==> config.mk <==
export PLATFORM = sky130hd
export DESIGN_NAME = sseg_scan_mux
export DESIGN_NICKNAME = d
export VERILOG_FILES = /design/src/rtl/sseg_pkg.sv /design/src/rtl/sseg_scan_timer.sv /design/src/rtl/sseg_scan_mux.sv
export SDC_FILE = /design/constraint.sdc
export NUM_CORES = 1
export LEC_CHECK = 0
export CORE_MARGIN = 2
export CORE_UTILIZATION = 44
export DETAILED_ROUTE_END_ITERATION = 7
export GPL_TIMING_DRIVEN = 0
export PLACE_DENSITY = 0.78
export SLEW_MARGIN = 25
export SYNTH_ARGS = -nofsm -noshare
export SYNTH_HDL_FRONTEND = slang
export SYNTH_SLANG_ARGS = --single-unit
==> constraint.sdc <==
create_clock -name clk -period 7.49 [get_ports clk]
set_clock_uncertainty 0.05 [all_clocks]
set_input_delay 1.498 -clock clk [delete_from_list [all_inputs] [get_ports clk]]
set_output_delay 1.498 -clock clk [all_outputs]
set_load 0.1 [all_outputs]
==> src/rtl/sseg_pkg.sv <==
// Shared constants and the hex-to-segment decode for the seven-segment scanner.
package sseg_pkg;

  localparam logic [7:0]  SEG_OFF    = 8'hFF;
  localparam int unsigned NUM_PHASES = 16;
  localparam int unsigned PHASE_W    = $clog2(NUM_PHASES);

  // Active-low {a,b,c,d,e,f,g} pattern for one hex nibble.
  function automatic logic [6:0] hex_to_seg(input logic [3:0] i_hex);
    logic [6:0] w_seg;
    case (i_hex)
      4'h0: w_seg = 7'b0000001;
      4'h1: w_seg = 7'b1001111;
      4'h2: w_seg = 7'b0010010;
      4'h3: w_seg = 7'b0000110;
      4'h4: w_seg = 7'b1001100;
      4'h5: w_seg = 7'b0100100;
      4'h6: w_seg = 7'b0100000;
      4'h7: w_seg = 7'b0001111;
      4'h8: w_seg = 7'b0000000;
      4'h9: w_seg = 7'b0000100;
      4'hA: w_seg = 7'b0001000;
      4'hB: w_seg = 7'b1100000;
      4'hC: w_seg = 7'b0110001;
      4'hD: w_seg = 7'b1000010;
      4'hE: w_seg = 7'b0110000;
      default: w_seg = 7'b0111000;
    endcase
    return w_seg;
  endfunction

endpackage

==> src/rtl/sseg_scan_timer.sv <==
// Scan timing: slot prescaler, brightness phase within the slot, digit index
// and the registered slot_tick pulse.
module sseg_scan_timer
  import sseg_pkg::*;
#(
  parameter int unsigned NUM_DIGITS  = 8,
  parameter int unsigned SLOT_CYCLES = 50000,
  localparam int unsigned IW = $clog2(NUM_DIGITS)
) (
  input  logic               clk,
  input  logic               reset,
  output logic [IW-1:0]      idx,
  output logic [PHASE_W-1:0] phase,
  output logic               slot_start_c,
  output logic               slot_tick
);

  localparam int unsigned PH_LEN = SLOT_CYCLES / NUM_PHASES;
  localparam int unsigned PW     = $clog2(SLOT_CYCLES);
  localparam int unsigned SW     = $clog2(PH_LEN);

  logic [PW-1:0]      r_presc;
  logic [SW-1:0]      r_sub;
  logic [PHASE_W-1:0] r_phase;
  logic [IW-1:0]      r_idx;
  logic               r_tick;

  assign slot_start_c = (r_presc == '0);
  assign idx          = r_idx;
  assign phase        = r_phase;
  assign slot_tick    = r_tick;

  // Prescaler with phase sub-counter; the prescaler wrap advances the digit.
  always_ff @(posedge clk or posedge reset) begin
    if (reset) begin
      r_presc <= '0;
      r_sub   <= '0;
      r_phase <= '0;
      r_idx   <= '0;
      r_tick  <= 1'b0;
    end else begin
      r_tick <= slot_start_c;
      if (r_presc == PW'(SLOT_CYCLES - 1)) begin
        r_presc <= '0;
        r_sub   <= '0;
        r_phase <= '0;
        r_idx   <= (r_idx == IW'(NUM_DIGITS - 1)) ? '0 : r_idx + IW'(1);
      end else begin
        r_presc <= r_presc + PW'(1);
        if (r_sub == SW'(PH_LEN - 1)) begin
          r_sub   <= '0;
          r_phase <= r_phase + PHASE_W'(1);
        end else begin
          r_sub <= r_sub + SW'(1);
        end
      end
    end
  end

endmodule

==> src/rtl/sseg_scan_mux.sv <==
// Multiplexed seven-segment display driver with per-digit brightness PWM,
// raw-pattern override and optional leading-zero blanking (SSEG_LZB_EN).
module sseg_scan_mux
  import sseg_pkg::*;
#(
  parameter int unsigned NUM_DIGITS  = 8,
  parameter int unsigned SLOT_CYCLES = 50000
) (
  input  logic                    clk,
  input  logic                    reset,
  input  logic                    active,
  input  logic [3:0]              bright,
  input  logic [4*NUM_DIGITS-1:0] hex_in,
  input  logic [NUM_DIGITS-1:0]   dp_in,
  input  logic [NUM_DIGITS-1:0]   raw_en,
  input  logic [8*NUM_DIGITS-1:0] raw_seg,
  output logic [NUM_DIGITS-1:0]   an,
  output logic [7:0]              sseg,
  output logic                    slot_tick
);

  localparam int unsigned IW = $clog2(NUM_DIGITS);
  localparam logic [NUM_DIGITS-1:0] DIG0 = NUM_DIGITS'(1);

  logic [IW-1:0]      w_idx;
  logic [PHASE_W-1:0] w_phase;
  logic               w_slot_start;
  logic               w_tick;
  logic [3:0]         w_hex;
  logic [7:0]         w_live_seg;
  logic [7:0]         w_cur_seg;
  logic [3:0]         w_cur_bright;
  logic               w_lz_blank;
  logic               w_on;

  logic [NUM_DIGITS-1:0] r_an;
  logic [7:0]            r_sseg;
  logic [7:0]            r_snap_seg;
  logic [3:0]            r_snap_bright;

  sseg_scan_timer #(
    .NUM_DIGITS  (NUM_DIGITS),
    .SLOT_CYCLES (SLOT_CYCLES)
  ) u_timer (
    .clk          (clk),
    .reset        (reset),
    .idx          (w_idx),
    .phase        (w_phase),
    .slot_start_c (w_slot_start),
    .slot_tick    (w_tick)
  );

`ifdef SSEG_LZB_EN
  // Blank digit i>0 when it and every higher digit are plain zeros.
  always_comb begin
    w_lz_blank = (w_idx != '0);
    for (int unsigned j = 0; j < NUM_DIGITS; j++) begin
      if (j >= 32'(w_idx)) begin
        if ((hex_in[4*j +: 4] != 4'h0) || raw_en[j]) begin
          w_lz_blank = 1'b0;
        end
      end
    end
  end
`else
  assign w_lz_blank = 1'b0;
`endif

  // Pattern for the selected digit from live inputs (used at slot start).
  always_comb begin
    w_hex      = hex_in[4*32'(w_idx) +: 4];
    w_live_seg = {dp_in[w_idx], hex_to_seg(w_hex)};
    if (raw_en[w_idx]) begin
      w_live_seg = raw_seg[8*32'(w_idx) +: 8];
    end else if (w_lz_blank) begin
      w_live_seg = SEG_OFF;
    end
  end

  // On the first slot cycle the snapshot is still being loaded, so bypass it.
  always_comb begin
    w_cur_seg    = w_slot_start ? w_live_seg : r_snap_seg;
    w_cur_bright = w_slot_start ? bright     : r_snap_bright;
    w_on         = active && (w_phase <= w_cur_bright);
  end

  // Slot snapshot and registered anode/segment outputs.
  always_ff @(posedge clk or posedge reset) begin
    if (reset) begin
      r_an          <= '1;
      r_sseg        <= SEG_OFF;
      r_snap_seg    <= SEG_OFF;
      r_snap_bright <= '0;
    end else begin
      if (w_slot_start) begin
        r_snap_seg    <= w_live_seg;
        r_snap_bright <= bright;
      end
      if (w_on) begin
        r_an   <= ~(DIG0 << w_idx);
        r_sseg <= w_cur_seg;
      end else begin
        r_an   <= '1;
        r_sseg <= SEG_OFF;
      end
    end
  end

  assign an        = r_an;
  assign sseg      = r_sseg;
  assign slot_tick = w_tick;

endmodule

; ---- Word-level counts from Yosys, hierarchy flattened
; Memory sizes are Yosys's and may differ from the RTL's.
; Index checks and enable logic that the tools add are counted.
[totals]
n_memories = 1
reg_bits = 64
mem_bits_ro = 112
word_cells = 41
[mem_list]
columns = memory, depth, word_bits, rd, rd_ports_with_merged_regs, wr, line
row1 = (name not given), 16, 7, 1, 0, 0, sseg_pkg.sv:11  ; case (i_hex)
[classes]
n_eq_ne = 3
magnitude_cmp = 2
reduce_logical = 3
shifts = 3
add_sub_neg = 4
n_mux = 15
bitwise = 1
[ops]
columns = cell, n
row1 = $shiftx 64x7->8, 1
row2 = $mux 8, 4
row3 = $shiftx 32x6->4, 1
row4 = $mux 12, 2
row5 = $add 16x1->16 const B, 1
row6 = $eq 16x16->1 const B, 1
row7 = $logic_not 16->1, 1
row8 = $mux 16, 1
row9 = $add 12x1->12 const B, 1
row10 = $eq 12x12->1 const B, 1
row11 = $mux 4, 3
row12 = $not 8->8, 1
row13 = $shl 1x3->8 const A, 1
row14 = $bmux 1 s3, 2
row15 = $add 4x1->4 const B, 1
row16 = $le 4x4->1, 1
row17 = $lt 3x4->1 const B, 1
row18 = $add 3x1->3 const B, 1
row19 = $eq 3x3->1 const B, 1
row20 = $mux 3, 1
row21 = $mux 1, 2
row22 = $reduce_bool 2->1, 1
row23 = $logic_and 1x1->1, 1

; ---- Longest topological paths before layout
; Gate-level depths: netlist (run 1).
[logic_depth]
ltp_word = 5
mapped_depth = 16

; ---- Cells and area by module
; Synthesis (run 1) repeated with hierarchy kept, for this count alone.
[unflattened]
cells_unflattened = 373
area_unflattened_um2 = 4199.0
[modules_own_cells]
columns = module, instances, area_each_um2, cells_each, seq_area_each_um2
row1 = sseg_scan_mux, 1, 2387.3, 203, 730.7
row2 = sseg_scan_timer, 1, 1811.7, 170, 900.9

; ---- Worst setup path before layout (run 1)
; Ideal clock, no wire load.
[synth_path]
path_type = input -> register
startpoint = in hex_in[20]
endpoint = reg r_sseg[3] (netlist: sseg[3])
slack_ns = 3.954
required_time_ns = 7.360
n_path_buf = 0
path_stages = 8
t_arrival_ns = 3.406
path_cell_list = mux4_2 mux2i_1 inv_1 ha_1 mux2_2 o31ai_1 o31ai_1 nand2b_1
[synth_via]
elab_chain_len = 5
[synth_rtl]
columns = element, line
row1 = from (decl), sseg_scan_mux.sv:13  ; input logic [4*NUM_DIGITS-1:0] hex_in,
row2 = $shiftx 32x6->4, sseg_scan_mux.sv:71  ; w_hex = hex_in[4*32'(w_idx) +: 4];
row3 = $mem_v2 16x7, -
row4 = $mux 8, sseg_scan_mux.sv:73  ; if (raw_en[w_idx]) begin
row5 = $mux 8, -
row6 = net w_cur_seg[3], sseg_scan_mux.sv:31  ; logic [7:0] w_cur_seg;
row7 = $mux 8, sseg_scan_mux.sv:99  ; if (w_on) begin
row8 = to (signal assigned), sseg_scan_mux.sv:101  ; r_sseg <= w_cur_seg;
row9 = to (decl), sseg_scan_mux.sv:37  ; logic [7:0] r_sseg;
; The timed path passes the listed nets, and every way through them passes these cells.
; A chain may end at the register's enable or synchronous reset.

; ---- Final worst setup path (run 1)
; Ends and elaborated chain as after synthesis.

==> out/results.ini, run 1 <==
[setup_path]
cp_max_fo = 8
start_kind = input port
cp.arrival_ns = 4.12
r2r_setup_slack_ns = 3.87
rr_endpoint = an[0]$_DFF_PP1_
critPathCaptureType = register
reg2reg_from = u_timer.r_presc[0]$_DFF_PP0_
crit_type = input port to register
reg2regPathDepth = 16
cp.required_ns = 7.71

[clocking]
numCtsBuffers = 9
clock_path_buffers = 2
h-tree-depth = 3
ctsHoldBuffers = 0
cts_root_buf = clkbuf_8
post_cts_buffers = 0
tritoncts = yes
cts-resized-gates = 0
clk_pin_slew_ns = 0.07
cts.sinks = 64
insertion_delay_ns = 0.34

[yosys]
synth_edf_count = 0
ys.flop_type = dfrtp_1
yosys-top-cells-count = 46 x nor2_1, 40 x dfrtp_1, 38 x nand2_1, 27 x mux4_2, 24 x dfstp_2
syn_avg_cell_area_um2 = 10.97
post-synth-top-area-fraction = 0.2481
synth.area.top_cells = dfrtp_1 25%, dfstp_2 16%, mux4_2 15%
yosysTopAreaCell = dfrtp_1
ys_types = 53
synth_fp_nets = 508
synth_seq_cells = 64
synthArstFlopShare = 1.000
synthMostInstantiatedCell = nor2_1
netlist_instances = 368
syn-cell-area_um2 = 4035
yosys_warnings = 0
synth_seq_area_share = 0.4043

[floorplan]
fp.dieW_um = 99.77
rows = 34
die_area_um2 = 9953
core_area_um2 = 8806
die_h_um = 99.77
start_util = 0.4582
ios = 136

[route]
route.final.wire_length_um = 9954
drt_iter0_drc = 125
drt_pass1_iterations = 6
drc = 1
via_per_inst = 5.411
ant_nets = 0
drt-wirelength-per-cell_um = 15.85
vias = 3398

[sta]
slew-limit-headroom = 0.3372
period_needed_ns = 3.898
grt_setup_unrepaired = no
slew_viol_final = 0
setup_tns_ns = 0
hold_viol = 0
fin_crit_sh = 0.5204
max_freq_mhz = 256.5
setup_viol = 0
worst_slew_pin_slew_ns = 0.9911

[pwr]
leakage_uw = 0.002390
p_total_uw = 848.6
p_clk_frac = 0.396
seq_power_share = 0.427
peakVddDrop_mv = 0.09342
intPower_uw = 636.4
combPwrFrac = 0.177
power_density_nw_per_um2 = 146.6
switchingPower_uw = 212.2
swShare = 0.2501

[hold_path]
hold_class = register to register
min_delay_path_depth = 2
hp-start = r_snap_seg[6]$_DFF_PP1_
hold_end = r_snap_seg[6]$_DFF_PP1_

[cells_and_area]
final_nets = 655
area_delta_synth_final_pct = 43.41
drive_gt1_frac = 0.1808
antenna_cells = 0

[grt]
grt_pass1_vias = 3613
grt_usage = 0.2092
grt_max_degree = 56
grt_pass1_wl_um = 16400
grt-ovfl-total = 0
antenna_found_initial = 0

[outcome]
violations = design-rule violations
status = complete, but fails checks

[place]
gp_congestion = 0.8728
dp_hpwl_um = 8048
port_buffers = 135

[flow_run]
max-cap-violations = 0

## registers in the layout, indices dropped and copies added (netlist names)
register,flops
u_timer.r_presc,16
u_timer.r_sub,12
an,8
r_snap_seg,8
sseg,8
r_snap_bright,4
u_timer.phase,4
u_timer.idx,3
u_timer.slot_tick,1
## how the worst max path moves through the flow
stage                     slack [ns]        from  cells past startpoint                end
after CTS                       3.62  hex_in[20]                      9  sseg[3]$_DFF_PP1_
after floorplan                 3.95  hex_in[20]                      8  sseg[3]$_DFF_PP1_
after detailed placement        3.24  hex_in[20]                      9  sseg[3]$_DFF_PP1_
final                           3.59  hex_in[20]                      9  sseg[3]$_DFF_PP1_
after global placement          3.33  hex_in[20]                      9  sseg[3]$_DFF_PP1_
after global routing            3.35  hex_in[16]                      9  sseg[3]$_DFF_PP1_
## worst max-delay path, stage by stage
cell and delay [ns]:
clkdlybuf4s50_1 0.40, mux4_2 0.47, mux2i_1 0.56, inv_1 0.15
ha_1 0.29, mux2_2 0.28, o31ai_1 0.20, o31ai_1 0.11
nand2b_1 0.16
## logic make-up (layout without fill, tap and decap cells)
kind of cell	Yosys count	after routing	share of synthesized area
AOI/OAI and AO/OA	30	30	0.05302
xor gates and xnor gates	24	24	0.05209
adders and majority gates	21	21	0.06512
buffers and inverters	34	186	0.03938
DFF	64	64	0.4043
muxes	49	49	0.2108
and+or+nand+nor	146	146	0.1752
## area by class of cell
class | count | area [um2]
clock buffers | 9 | 123.9
plain buffers | 16 | 91.34
clock inverters | 7 | 102.6
flip-flops and latches | 64 | 1632
multi-input cells | 270 | 2253
repair buffers | 136 | 1379
well taps | 108 | 135.1
fillers | 678 | 3019
inverters | 18 | 70.07
## power by group through the flow
stage | logic (uW) | registers (uW) | clock network [uW]
after detailed placement | 152 | 368 | 0
after global routing | 161 | 363 | 360
after floorplan | 43.2 | 396 | 0
after global placement | 146 | 368 | 0
final | 151 | 362 | 336
after CTS | 152 | 362 | 344
## layer usage
metal  track usage  routed length, um  vias to the layer above
met5             0                  0                        -
met4       0.08008                286                        0
met3       0.05060                583                       22
met2        0.3773               5275                      117
met1        0.2391               3808                     1651
li1              -                  -                     1608
## per-stage QoR
step | hold WS [ns] | utilization | instances | worst slack, ns | area, um2
detailed placement | 0.4138 | 0.6304 | 612 | 3.245 | 5552
finish | 0.4307 | 0.6571 | 628 | 3.592 | 5787
global route | 0.4538 | 0.6571 | 628 | 3.349 | 5787
floorplan | 0.3907 | - | 368 | 3.954 | 4035
CTS | 0.4381 | 0.6562 | 628 | 3.623 | 5778
global placement | 0.4102 | 0.6270 | 611 | 3.329 | 5522
## cells in the final DEF (no fill, tap or decap), types with 9 or more instances in the layout
| cell | instances |
|---|---|
| xnor2_1 | 10 |
| xor2_1 | 14 |
| mux2i_1 | 16 |
| dfrtp_1 | 40 |
| nor2_1 | 46 |
| nand3_1 | 19 |
| ha_1 | 21 |
| mux4_2 | 27 |
| clkbuf_8 | 9 |
| nand2_1 | 38 |
| dfstp_2 | 24 |
| clkdlybuf4s50_1 | 135 |
| inv_1 | 15 |
(Power assumes the default switching activity.)
==> run 2, diff against run 1 <==
==> constraint.sdc (replaced) <==
create_clock -name clk -period 3.85 [get_ports clk]
set_clock_uncertainty 0.05 [all_clocks]
set_input_delay 0.77 -clock clk [delete_from_list [all_inputs] [get_ports clk]]
set_output_delay 0.77 -clock clk [all_outputs]
set_load 0.1 [all_outputs]
==> run 2 against run 1 <==
The flow still finishes with violations (design-rule violations); die area stayed put; design area hardly changed; clock power is 95% higher; setup slack worse by 3.2 ns; combinational power is 94% higher; sequential share of layout area hardly changed; hold slack hardly changed; via count hardly changed; critical path depth is 7 higher; global-route usage hardly changed; register-to-register slack worse by 3.5 ns; sequential power is 95% higher; largest power group unchanged; highest routed layer unchanged.
==> out/results.ini, run 2 (same netlist as run 1, synthesis figures left out) <==
[cells_and_area]
layout_common_cells = 135 x clkdlybuf4s50_1, 46 x nor2_1, 40 x dfrtp_1
regMostFlops = u_timer.r_presc
fin_area_um2 = 5789  ; about the same
antenna_cells = 0  ; unchanged
final_cells = 628  ; unchanged
final_common_cell = clkdlybuf4s50_1
largest_reg_flops = 16  ; unchanged
final_nets = 655  ; unchanged
drive_gt1_frac = 0.1846  ; +0.003846
area_delta_synth_final_pct = 43.47  ; about the same
final_core_util = 0.6574  ; about the same
reg_top3 = u_timer.r_presc (16), u_timer.r_sub (12)

[pwr]
switchingPower_uw = 413.8  ; +95%
power_density_nw_per_um2 = 285.4  ; +95%
leakage_uw = 0.002395  ; +0.23%
swShare = 0.2505  ; +0.0003833
combPwrFrac = 0.177  ; about the same
peakVddDrop_mv = 0.1815  ; +94%
intPower_uw = 1238  ; +95%
p_clk_frac = 0.396  ; about the same
seq_power_share = 0.427  ; about the same

[clocking]
post_cts_buffers = 0  ; unchanged
cts.sinks = 64  ; unchanged
cts_root_buf = clkbuf_8
cts-resized-gates = 0  ; unchanged
clk_pin_slew_ns = 0.08  ; about the same
numCtsBuffers = 9  ; unchanged
ctsHoldBuffers = 0  ; unchanged
tritoncts = yes
h-tree-depth = 3  ; unchanged
insertion_delay_ns = 0.34  ; about the same
clock_path_buffers = 2  ; unchanged

[sta]
setup_tns_ns = 0  ; unchanged
period_needed_ns = 3.446
hold_viol = 0  ; unchanged
finalWorstSetupSlack_ns = 0.4045  ; -3.187 ns
fin_crit_sh = 0.8949
slew-limit-headroom = 0.3372  ; about the same
setup_viol = 0  ; unchanged
grt_setup_unrepaired = no
max_freq_mhz = 290.2
worst_slew_pin_slew_ns = 0.9910  ; -0.00005198 ns
slew_viol_final = 0  ; unchanged

[place]
place_ws_ns = 0.2195  ; -3.025 ns
gp_congestion = 0.8728  ; unchanged
dpl.cell_count = 612  ; unchanged
placedInstanceArea_um2 = 5552  ; unchanged
dp_hpwl_um = 8048  ; unchanged
port_buffers = 135  ; unchanged

[route]
via_per_inst = 5.406  ; about the same
ant_nets = 0  ; unchanged
vias = 3395  ; -0.088%
drt-wirelength-per-cell_um = 15.84  ; about the same
drt_pass1_iterations = 6  ; unchanged
route.final.wire_length_um = 9945  ; about the same
drc = 1  ; unchanged
drt_iter0_drc = 101  ; -19%

[setup_path]
rr_endpoint = an[0]$_DFF_PP1_
crit_type = register to register
cpPeakStageDelay_ns = 0.46  ; -0.10 ns
reg2regPathDepth = 16  ; unchanged
reg2reg_from = u_timer.r_presc[0]$_DFF_PP0_
cp_max_fo = 10  ; +2
crit_buf_inv = 4  ; +2
cp.arrival_ns = 3.64  ; -0.48 ns
start_kind = register
r2r_setup_slack_ns = 0.40  ; -3.47 ns
path_cells = inv_1, ha_1, nor4b_1, nand4_1, clkbuf_2, nand2_1, nand2_1, inv_1, ha_1, nor2b_1, o21a_1, o21a_1, o21ai_0, and2_1, clkbuf_2, nand3_1
cp_top_family = simple AND/OR/NAND/NOR gates
critPathCaptureType = register
cp.required_ns = 4.05  ; -3.66 ns
cpMaxStageDelayCell = dfrtp_1

[grt]
grt_pass1_vias = 3626  ; +0.36%
grt_pass1_wl_um = 16370  ; -0.17%
antenna_found_initial = 0  ; unchanged
grt-ovfl-total = 0  ; unchanged
grt_max_degree = 56  ; unchanged
grt_usage = 0.2089  ; -0.0002993

[floorplan]
rows = 34  ; unchanged
die_h_um = 99.77  ; unchanged
ios = 136  ; unchanged
die_area_um2 = 9953  ; unchanged
start_util = 0.4582  ; unchanged
fp.dieW_um = 99.77  ; unchanged
core_area_um2 = 8806  ; unchanged

[outcome]
status = complete, but fails checks
violations = design-rule violations

[hold_path]
hold_class = register to register
hp-start = r_snap_seg[6]$_DFF_PP1_
hold_end = r_snap_seg[6]$_DFF_PP1_
min_delay_path_depth = 2  ; unchanged

[flow_run]
max-cap-violations = 0  ; unchanged

run 2: cell types whose count changed in the layout (fill, tap and decap cells not counted):
cell,previous run,this run
clkbuf_1,7,5
clkbuf_2,0,2
run 2: worst max path at each step:
stage,startpoint,cells past startpoint,to
2_1_floorplan,u_timer.r_presc[0]$_DFF_PP0_,16,an[0]$_DFF_PP1_
3_3_place_gp,u_timer.r_presc[0]$_DFF_PP0_,16,an[0]$_DFF_PP1_
3_5_place_dp,u_timer.r_presc[0]$_DFF_PP0_,16,an[0]$_DFF_PP1_
4_1_cts,u_timer.r_presc[0]$_DFF_PP0_,16,sseg[6]$_DFF_PP1_
5_1_grt,u_timer.r_presc[0]$_DFF_PP0_,16,an[5]$_DFF_PP1_
6_report,u_timer.r_presc[0]$_DFF_PP0_,16,an[0]$_DFF_PP1_
run 2: power by group through the flow:
stage | Sequential [uW] | Combinational [uW] | Clock [uW]
after detailed placement | 717 | 295 | 0
after global routing | 707 | 313 | 700
after global placement | 716 | 284 | 0
after floorplan | 771 | 84.0 | 0
after CTS | 705 | 295 | 669
final | 705 | 293 | 654
run 2: layer usage:
layer / vias up / track usage / wire length [um]
li1: 1610 / - / -
met5: - / 0 / 0
met4: 0 / 0.08430 / 261
met1: 1648 / 0.2381 / 3822
met2: 117 / 0.3753 / 5299
met3: 20 / 0.05060 / 562
run 2: through the flow:
step	hold WS, ns	total power (uW)
6_report	0.4310	1652
5_1_grt	0.4538	1720
4_1_cts	0.4381	1670
3_5_place_dp	0.4138	1012
3_3_place_gp	0.4102	1000
2_1_floorplan	0.3907	854.6
run 2: worst min-delay path, cell delays in order (launching register included):
cell and delay [ns]:
dfstp_2 0.36, nand2_1 0.07, nand2_1 0.05
run 2: final cells by class:
class / count / area (um2)
fillers: 677 / 3017
multi-input cells: 270 / 2253
flip-flops and latches: 64 / 1632
repair buffers: 136 / 1379
well taps: 108 / 135.1
clock buffers: 9 / 123.9
clock inverters: 7 / 102.6
plain buffers: 16 / 93.84
inverters: 18 / 70.07
